--- config.mk ---
export PLATFORM = sky130hd
export DESIGN_NAME = wrr_arbiter
export DESIGN_NICKNAME = d
export VERILOG_FILES = /design/src/rtl/arb_pkg.sv /design/src/rtl/rr_pick.sv /design/src/rtl/wrr_arbiter.sv
export SDC_FILE = /design/constraint.sdc
export NUM_CORES = 1
export LEC_CHECK = 0
export BUFFER_PORTS_ARGS = -buffer_cell sky130_fd_sc_hd__buf_2
export CORE_AREA = 3 3 51 53
export DETAILED_ROUTE_END_ITERATION = 12
export DIE_AREA = 0 0 54 56
export PLACE_DENSITY_LB_ADDON = 0.05
export SYNTH_ARGS = -nofsm -noshare
export SYNTH_HDL_FRONTEND = slang
export SYNTH_SLANG_ARGS = --single-unit
--- constraint.sdc ---
create_clock -name clk -period 7.64 [get_ports clk]
set_input_delay 0.764 -clock clk [delete_from_list [all_inputs] [get_ports clk]]
set_output_delay 0.764 -clock clk [all_outputs]
set_load 0.02 [all_outputs]
--- src/rtl/arb_pkg.sv ---
// Shared types for the weighted round-robin arbiter: FSM states and arbitration modes.
package arb_pkg;

  typedef enum logic {
    IDLE  = 1'b0,
    GRANT = 1'b1
  } arb_state_e;

  typedef enum logic {
    ARB_FIXED = 1'b0,
    ARB_RR    = 1'b1
  } arb_mode_e;

endpackage

--- src/rtl/rr_pick.sv ---
// Combinational find-first-set over req, searching upward from ptr and
// wrapping from N-1 back to 0. ptr = 0 gives plain lowest-index priority.
module rr_pick #(
  parameter  int N     = 4,
  localparam int IDX_W = $clog2(N)
) (
  input  logic [N-1:0]     req,
  input  logic [IDX_W-1:0] ptr,
  output logic             found,
  output logic [IDX_W-1:0] idx
);

  // Scan offsets from farthest to nearest so the nearest set bit is written last.
  always_comb begin
    found = 1'b0;
    idx   = '0;
    for (int k = N - 1; k >= 0; k--) begin
      if (req[(int'(ptr) + k) % N]) begin
        found = 1'b1;
        idx   = IDX_W'((int'(ptr) + k) % N);
      end
    end
  end

endmodule

--- src/rtl/wrr_arbiter.sv ---
// Weighted round-robin / fixed-priority arbiter with registered one-hot grants.
// An owner keeps the grant for up to its burst weight in cycles (weight 0 acts
// as 1), loses it as soon as it drops its request, and is replaced on the same
// edge by the next winner so handovers never leave an idle bubble.
module wrr_arbiter
  import arb_pkg::*;
#(
  parameter  int N        = 4,
  parameter  int WEIGHT_W = 4,
  localparam int IDX_W    = $clog2(N)
) (
  input  logic                  clk,
  input  logic                  rst,
  input  logic [N-1:0]          req,
  input  logic [N*WEIGHT_W-1:0] weight,
  input  logic                  mode,
  output logic [N-1:0]          gnt,
  output logic [IDX_W-1:0]      gnt_id,
  output logic                  gnt_valid
);

  arb_state_e          state, state_nxt;
  arb_mode_e           mode_e;
  logic [N-1:0]        gnt_nxt;
  logic [IDX_W-1:0]    gnt_id_nxt;
  logic [IDX_W-1:0]    ptr, ptr_nxt;
  logic [WEIGHT_W-1:0] credit, credit_nxt;
  logic [WEIGHT_W-1:0] effw, effw_nxt;

  logic [IDX_W-1:0]    pick_ptr;
  logic                pick_found;
  logic [IDX_W-1:0]    pick_idx;
  logic [WEIGHT_W-1:0] win_w;
  logic [WEIGHT_W-1:0] win_effw;
  logic                owner_req;
  logic                release_own;
  logic                arb;

  assign mode_e   = arb_mode_e'(mode);
  // Fixed priority is round-robin search anchored at index 0.
  assign pick_ptr = (mode_e == ARB_RR) ? ptr : '0;

  rr_pick #(
    .N (N)
  ) u_pick (
    .req   (req),
    .ptr   (pick_ptr),
    .found (pick_found),
    .idx   (pick_idx)
  );

  // Burst length is latched from the winner's weight at issue time.
  assign win_w    = weight[int'(pick_idx)*WEIGHT_W +: WEIGHT_W];
  assign win_effw = (win_w == '0) ? WEIGHT_W'(1) : win_w;

  assign owner_req   = req[gnt_id];
  assign release_own = !owner_req || (credit == effw - 1'b1);
  assign gnt_valid   = |gnt;

  // Next-state: hold, extend the burst, hand over, or fall back to IDLE.
  always_comb begin
    state_nxt  = state;
    gnt_nxt    = gnt;
    gnt_id_nxt = gnt_id;
    ptr_nxt    = ptr;
    credit_nxt = credit;
    effw_nxt   = effw;
    arb        = 1'b0;

    case (state)
      IDLE: begin
        if (pick_found) arb = 1'b1;
      end
      GRANT: begin
        if (!release_own) begin
          credit_nxt = credit + 1'b1;
        end else if (pick_found) begin
          arb = 1'b1;
        end else begin
          state_nxt  = IDLE;
          gnt_nxt    = '0;
          gnt_id_nxt = '0;
          credit_nxt = '0;
        end
      end
      default: begin
        state_nxt = IDLE;
      end
    endcase

    if (arb) begin
      state_nxt         = GRANT;
      gnt_nxt           = '0;
      gnt_nxt[pick_idx] = 1'b1;
      gnt_id_nxt        = pick_idx;
      credit_nxt        = '0;
      effw_nxt          = win_effw;
      if (mode_e == ARB_RR) begin
        if (int'(pick_idx) == N - 1) ptr_nxt = '0;
        else                         ptr_nxt = pick_idx + 1'b1;
      end
    end
  end

  // State register; reset drops any grant immediately, even mid-burst.
  always_ff @(posedge clk) begin
    if (rst) begin
      state  <= IDLE;
      gnt    <= '0;
      gnt_id <= '0;
      ptr    <= '0;
      credit <= '0;
      effw   <= WEIGHT_W'(1);
    end else begin
      state  <= state_nxt;
      gnt    <= gnt_nxt;
      gnt_id <= gnt_id_nxt;
      ptr    <= ptr_nxt;
      credit <= credit_nxt;
      effw   <= effw_nxt;
    end
  end

endmodule

==> results of run 1 <==
## worst paths after layout
kind,start,to,slack (ps)
max,ptr[0],effw[0],4710
min,effw[2],effw[2],500
max reg2reg,ptr[0],effw[0],4710
min reg2reg,effw[2],effw[2],500
## tightest hold or removal path: stages (launching register included)
cell and delay (ps):
dfxtp_1 340, nand2_1 60, a21oi_1 60
## Yosys cell counts, types with 2 or more instances
| master | number |
|---|---|
| a211oi_1 | 2 |
| a21o_1 | 2 |
| a21oi_1 | 8 |
| a22o_1 | 6 |
| a311o_1 | 2 |
| and2_1 | 2 |
| buf_2 | 3 |
| dfxtp_1 | 17 |
| ha_1 | 6 |
| inv_1 | 8 |
| mux2_2 | 2 |
| mux2i_1 | 7 |
| nand2_1 | 8 |
| nand2b_1 | 2 |
| nand3_1 | 4 |
| nor2_1 | 15 |
| nor3_1 | 5 |
| o21ai_0 | 4 |
| o221ai_1 | 3 |
| o22ai_1 | 2 |
| o31ai_1 | 2 |
| or3_1 | 2 |
| xnor2_1 | 2 |
| xor2_1 | 4 |
## where the power goes
part           total [mW]  switching, mW  internal (mW)  leakage [nW]
clock network      0.0477         0.0275         0.0203        0.0150
registers           0.124         0.0186          0.105         0.140
logic               0.169         0.0933         0.0760         0.478
## registers in the layout, summed over array words and instances (netlist names)
name / cells
gnt: 4
effw: 4
ptr: 2
credit: 4
state: 1
gnt_id: 2
## cell type report
cell class	count	area share, %
multi-input combinational	112	58.9
tap	28	2.50
timing repair buffer	29	10.3
sequential	17	24.2
clock buffer	4	1.87
inverter	8	2.14
## cell families (layout without fill, tap and decap cells)
family	Yosys count	count (layout)	synth area share, %
buffers and inverters	14	41	5.47
and+or+nand+nor	49	49	20.6
muxes	12	12	11.7
xor gates and xnor gates	6	6	4.26
AOI/OAI and AO/OA	39	39	24.4
DFF	17	17	27.6
adders and majority gates	6	6	6.08
## metal layers
metal / up-vias / share of wire [%] / wire, um / global-route usage, %
met5: - / 0 / 0 / 0
met1: 527 / 50 / 1330 / 27.0
li1: 584 / - / - / -
met4: 0 / 0.56 / 15 / 2.85
met2: 36 / 44 / 1180 / 30.6
met3: 2 / 5.9 / 159 / 4.83
## layout by cell type (no fill, tap or decap), types with 3 or more instances in the layout
cell / instances
nand2_1: 8
inv_1: 8
o221ai_1: 3
nor3_1: 5
buf_2: 29
a22o_1: 6
nand3_1: 4
dfxtp_1: 17
nor2_1: 15
xor2_1: 4
ha_1: 6
clkbuf_4: 3
a21oi_1: 8
o21ai_0: 4
mux2i_1: 7
## metrics by stage
| step | util [%] | area (um^2) |
|---|---|---|
| floorplan | - | 1230 |
| global placement | 62.9 | 1380 |
| detailed placement | 62.9 | 1380 |
| CTS | 64.1 | 1400 |
| global route | 64.1 | 1400 |
| finish | 64.1 | 1400 |
==> flow_summary.toml, run 1 <==
[synth]
ys_seq_area_share_pct = 27.6
ys_types = 49
synth_top_cell_area_share_pct = 27.6
syn_area_mm2 = 0.00123
synth.avg_cell_area_um2 = 8.64
synth-main-ff-cell = "dfxtp_1"
synth.net_count = 172
synth_top_cell_by_area = "dfxtp_1"
synth_edf_count = 0
synth_cells = 143
synthArstFlopShare_pct = 0
yosysWarningCount = 0
synth_area_leaders = "dfxtp_1, ha_1, mux2i_1, nor2_1, a22o_1"
synth_seq_cells = 17

[timing]
whs_ps = 502
worst_pin_slew_ps = 614
fin_crit_ps = 2930
setup_violations = 0
hold_viol_final = 0
setup-tns-final_ps = 0
setup_ws_ps = 4710
grt_setup_unrepaired = "no"
drv_slew = 0
fmax_mhz = 342
period_share_pct = 38.3
slew_headroom_pct = 58.3
skew_ps = 2.79

[final_layout]
seqCellArea_um2 = 340
syn_to_final_growth_pct = 13.7
drive_gt1_share_pct = 23.5
antennaDiodeCount = 0
instances_no_fill = 198
fin_nets = 200
multi_input_area_um2 = 827
fillers = 214

[floorplan]
fp.dieH_um = 56
chipWidth_um = 54
start_util_pct = 56.4
io_pins = 30
fp-row-count = 17
core_mm2 = 0.00219
dieArea_mm2 = 0.00302

[critical_path]
cp.buffers_inverters = 0
crit_arrival_ps = 3110
cp-start-kind = "flip-flop"
critPathMaxFanout = 15
critPathMostFrequentCell = "a311o_1"
end_kind = "flip-flop"
cpMaxStageDelayCell = "dfxtp_1"
crit_required_ps = 7820
crit_family = "compound AO/OA/AOI/OAI gates"
cp_num_cells = 6
r2r_cells = 6
slowest_delay_ps = 600
cp_cell_sequence = "nand2_1 -> a311o_1 -> a2111oi_4 -> mux2i_2 -> mux2_4 -> a311o_1"
crit_type = "reg -> reg"

[cts]
clk_latency_ps = 280
clk_pin_slew_ps = 100
htree_levels = 1
clock-root-buffer = "clkbuf_4"
cts_tree = "yes"
cts_hold_buf = 0
cts_inserted_buffers = 3
post-cts-setup-buffers = 0
post_cts_resized = 0
clkSinkCount = 17
clockBufferDepth = 2

[pwr]
powerDensity_mw_per_mm2 = 243
finalPower_mw = 0.341
max-vdd-ir-drop_v = 0.000151
p_leak_nw = 0.633

[detailed_routing]
vias_per_cell = 5.80
drt-initial-drc-count = 20
vias = 1149
routed_wl_um = 2680
drc = 0
drt_first_pass_iters = 4
detail-route-antenna-nets = 0
wl_per_cell_um = 13.6

[placed_design]
dp_slack_ps = 4410
gp_congestion = 0.809
io_buffers = 29
place_inst = 194
hpwlAfterDp_um = 2110

[worst_hold_path]
holdPathStages = 2
min_path_type = "reg -> reg"

[grt]
antenna_found_initial = 0
grt_pass1_wl_um = 4640
grt_overflow = 0
grt_pass1_vias = 1120
grt_max_degree = 16
grt.total_usage_pct = 19.5

[run]
drv_cap = 0

[outcome]
run_status = "finished clean"
No activity file was read; power rests on OpenSTA's default activity.
==> inputs of run 2 (changes only) <==
--- a/config.mk
+++ b/config.mk
@@ -5,10 +5,11 @@
 export SDC_FILE = /design/constraint.sdc
 export NUM_CORES = 1
 export LEC_CHECK = 0
+export ABC_AREA = 1
 export BUFFER_PORTS_ARGS = -buffer_cell sky130_fd_sc_hd__buf_2
-export CORE_AREA = 3 3 51 53
+export CORE_AREA = 3 3 57 59
 export DETAILED_ROUTE_END_ITERATION = 12
-export DIE_AREA = 0 0 54 56
+export DIE_AREA = 0 0 60 62
 export PLACE_DENSITY_LB_ADDON = 0.05
 export SYNTH_ARGS = -nofsm -noshare
 export SYNTH_HDL_FRONTEND = slang
==> constraint.sdc (replaced) <==
create_clock -name clk -period 2.5 [get_ports clk]
set_input_delay 0.25 -clock clk [delete_from_list [all_inputs] [get_ports clk]]
set_output_delay 0.25 -clock clk [all_outputs]
set_load 0.02 [all_outputs]
==> run 2 against run 1 <==
Effect of this change:
- first-iteration DRC count grew to 3.7 times the previous value
- clock power grew to 3.2 times the previous value
- largest power group unchanged
- clock-buffer cell count shrank 1
- highest routed layer unchanged
- combinational power grew to 5.3 times the previous value
==> flow_summary.toml, run 2 <==
[synth]
synth-compound-area-share_pct = 9.11
ys_seq_area_share_pct = 25.3
synth_top_cell_by_area = "dfxtp_1"
synth_cells = 205
synth-main-ff-cell = "dfxtp_1"
ys_types = 29
synth_top_cell_area_share_pct = 25.3
synth_seq_cells = 17
synth_top_family_by_area = "simple AND/OR/NAND/NOR gates"
synth.area.mux_share_pct = 0
synthAdderAreaFrac_pct = 5.58
yosysWarningCount = 0
synth.avg_cell_area_um2 = 6.57
synth_area_leaders = "dfxtp_1, nand3_1, nand2_1, inv_1, ha_1"
synth_xor_area_share_pct = 3.25
synth_edf_count = 0
synthSimpleGateAreaFrac_pct = 44.8
synth_common_cells = "nand2_1, inv_1, nand3_1"
synthArstFlopShare_pct = 0
syn_area_mm2 = 0.00135
synth.net_count = 234
synth_most_common_cell = "nand2_1"

[final_layout]
final_cell_mix = "nand2_1, inv_1, nand3_1, buf_2, dfxtp_1"
antennaDiodeCount = 0
syn_to_final_growth_pct = 15.1
reg.largest.list = "credit x4, effw x4, gnt x4"
final_common_cell = "nand2_1"
post-route-util_pct = 56.2
fin_nets = 267
drive_gt1_share_pct = 23.6

[timing]
period_share_pct = 84.3
grt_setup_unrepaired = "no"
hold_viol_final = 0
skew_ps = 11.5
slew_headroom_pct = 73.8
setup_violations = 0
fin_crit_ps = 2110
setup-tns-final_ps = 0
worst_pin_slew_ps = 389
fmax_mhz = 474
drv_slew = 0

[grt]
met1_usage_pct = 19.7
grt_most_used_layer = "met2"
grt.total_usage_pct = 16.7
grt_overflow = 0
use_met2_pct = 31.6
grt_max_degree = 13
grt_pass1_vias = 1217
met3_usage_pct = 0.826
antenna_found_initial = 0
grt_pass1_wl_um = 4800

[pwr]
p_comb_share_pct = 61.3
clkPwrFrac_pct = 10.5
max-vdd-ir-drop_v = 0.000704
power.share.switching_pct = 50.2
powerDensity_mw_per_mm2 = 938
pwr-share-seq_pct = 28.3
p_leak_nw = 0.870
p_sw_mw = 0.729
p_int_mw = 0.724

[detailed_routing]
routed_wl_um = 2940
wl_per_cell_um = 11.0
vias = 1352
drt_first_pass_iters = 4
drc = 0
drt-initial-drc-count = 74
detail-route-antenna-nets = 0
vias_per_cell = 5.04

[cts]
clockBufferDepth = 2
htree_levels = 1
cts_tree = "yes"
cts_inserted_buffers = 3
post_cts_resized = 0
clkSinkCount = 17
cts_hold_buf = 0
clk_pin_slew_ps = 110
clk_latency_ps = 300
post-cts-setup-buffers = 0
clock-root-buffer = "clkbuf_4"

[floorplan]
dieArea_mm2 = 0.00372
core_mm2 = 0.00276
chipWidth_um = 60
io_pins = 30
start_util_pct = 48.8
fp.dieH_um = 62
fp-row-count = 19

[critical_path]
critPathMaxFanout = 12
r2r_end = "ptr[1]"
rrSetupSlack_ps = 390
end_kind = "flip-flop"
cp.buffers_inverters = 1
cpMaxStageDelayCell = "dfxtp_1"
cp_cell_sequence = "nand2_4 -> nand2_1 -> nand3_1 -> nand2_2 -> nand3_4 -> nand2_2 -> nand2_4 -> nand2_4 -> inv_1 -> ha_1 -> nor3_1 -> nor2_1"
r2r_cells = 12
crit_required_ps = 2700
cp-start-kind = "flip-flop"
crit_arrival_ps = 2310
slowest_delay_ps = 480
crit_type = "reg -> reg"
r2r_start = "ptr[0]"
crit_family = "simple AND/OR/NAND/NOR gates"
critPathMostFrequentCell = "nand2_4"

[worst_hold_path]
min_from = "rst"
hold_end = "gnt[3]"
min_path_type = "in -> reg"
holdPathStages = 4

[run]
drv_cap = 0

[placed_design]
io_buffers = 29
hpwlAfterDp_um = 2450
gp_congestion = 0.835

[outcome]
run_status = "finished clean"
run 2: cell types whose count changed in the layout (fill, tap and decap cells not counted), sizes merged, moves of 4 or more:
cell | previous run | this run
inv | 8 | 38
nor3 | 5 | 1
o21ai | 5 | 14
mux2i | 8 | 0
nand2 | 8 | 56
nand3 | 4 | 37
a22o | 6 | 0
run 2: metal layers:
| metal | wire length, um | part of all wire (%) | vias up |
|---|---|---|---|
| li1 | - | - | 717 |
| met1 | 1330 | 45 | 602 |
| met2 | 1490 | 51 | 29 |
| met3 | 91 | 3.1 | 4 |
| met4 | 30 | 1.0 | 0 |
| met5 | 0 | 0 | - |
run 2: final cells by class:
cell class                      instances  area (um^2)
Multi-Input combinational cell        148          845
Sequential cell                        17          340
Tap cell                               31         38.8
Timing Repair Buffer                   30          153
Inverter                               38          143
Clock inverter                          1         7.51
Fill cell                             261         1210
Clock buffer                            3         22.5
run 2: cells by family (layout without fill, tap and decap cells):
logic type / Yosys count / count (layout)
DFF: 17 / 17
adders and majority gates: 6 / 6
buffers and inverters: 40 / 72
xor gates and xnor gates: 5 / 5
AOI/OAI and AO/OA: 22 / 22
and+or+nand+nor: 115 / 115
run 2: worst max path at each step:
| stage | start | end | slack (ps) | depth (start not counted) |
|---|---|---|---|---|
| 6_report | ptr[0] | ptr[1] | 390 | 12 |
| 5_1_grt | ptr[0] | ptr[1] | 270 | 12 |
| 4_1_cts | ptr[0] | ptr[1] | 400 | 12 |
| 3_5_place_dp | ptr[0] | ptr[1] | 440 | 12 |
| 3_3_place_gp | ptr[0] | ptr[1] | 510 | 12 |
| 2_1_floorplan | ptr[0] | ptr[1] | 630 | 13 |
run 2: power by group through the flow:
| stage | Combinational, mW | Sequential (mW) | Clock, mW |
|---|---|---|---|
| detailed placement | 0.895 | 0.416 | 0 |
| finish | 0.890 | 0.410 | 0.152 |
| global route | 1.00 | 0.421 | 0.169 |
| CTS | 0.900 | 0.410 | 0.158 |
| floorplan | 0.674 | 0.444 | 0 |
| global placement | 0.878 | 0.415 | 0 |
run 2: worst reg2reg max path: stages, from the launching register on:
cell     delay, ps
dfxtp_1        480
nand2_4        140
nand2_1        110
nand3_1        130
nand2_2        120
nand3_4         90
nand2_2         80
nand2_4         90
nand2_4        150
inv_1          100
ha_1           280
nor3_1         200
nor2_1          70
run 2: stage by stage:
step           hold slack [ps]  std cells  power (mW)  setup WS [ps]  area (um^2)
6_report                   291        268        1.45            392         1550
5_1_grt                    294        268        1.59            275         1550
4_1_cts                    289        268        1.47            404         1550
3_5_place_dp               469        264        1.31            436         1520
3_3_place_gp               468        264        1.29            514         1520
2_1_floorplan              411        205        1.12            625         1350
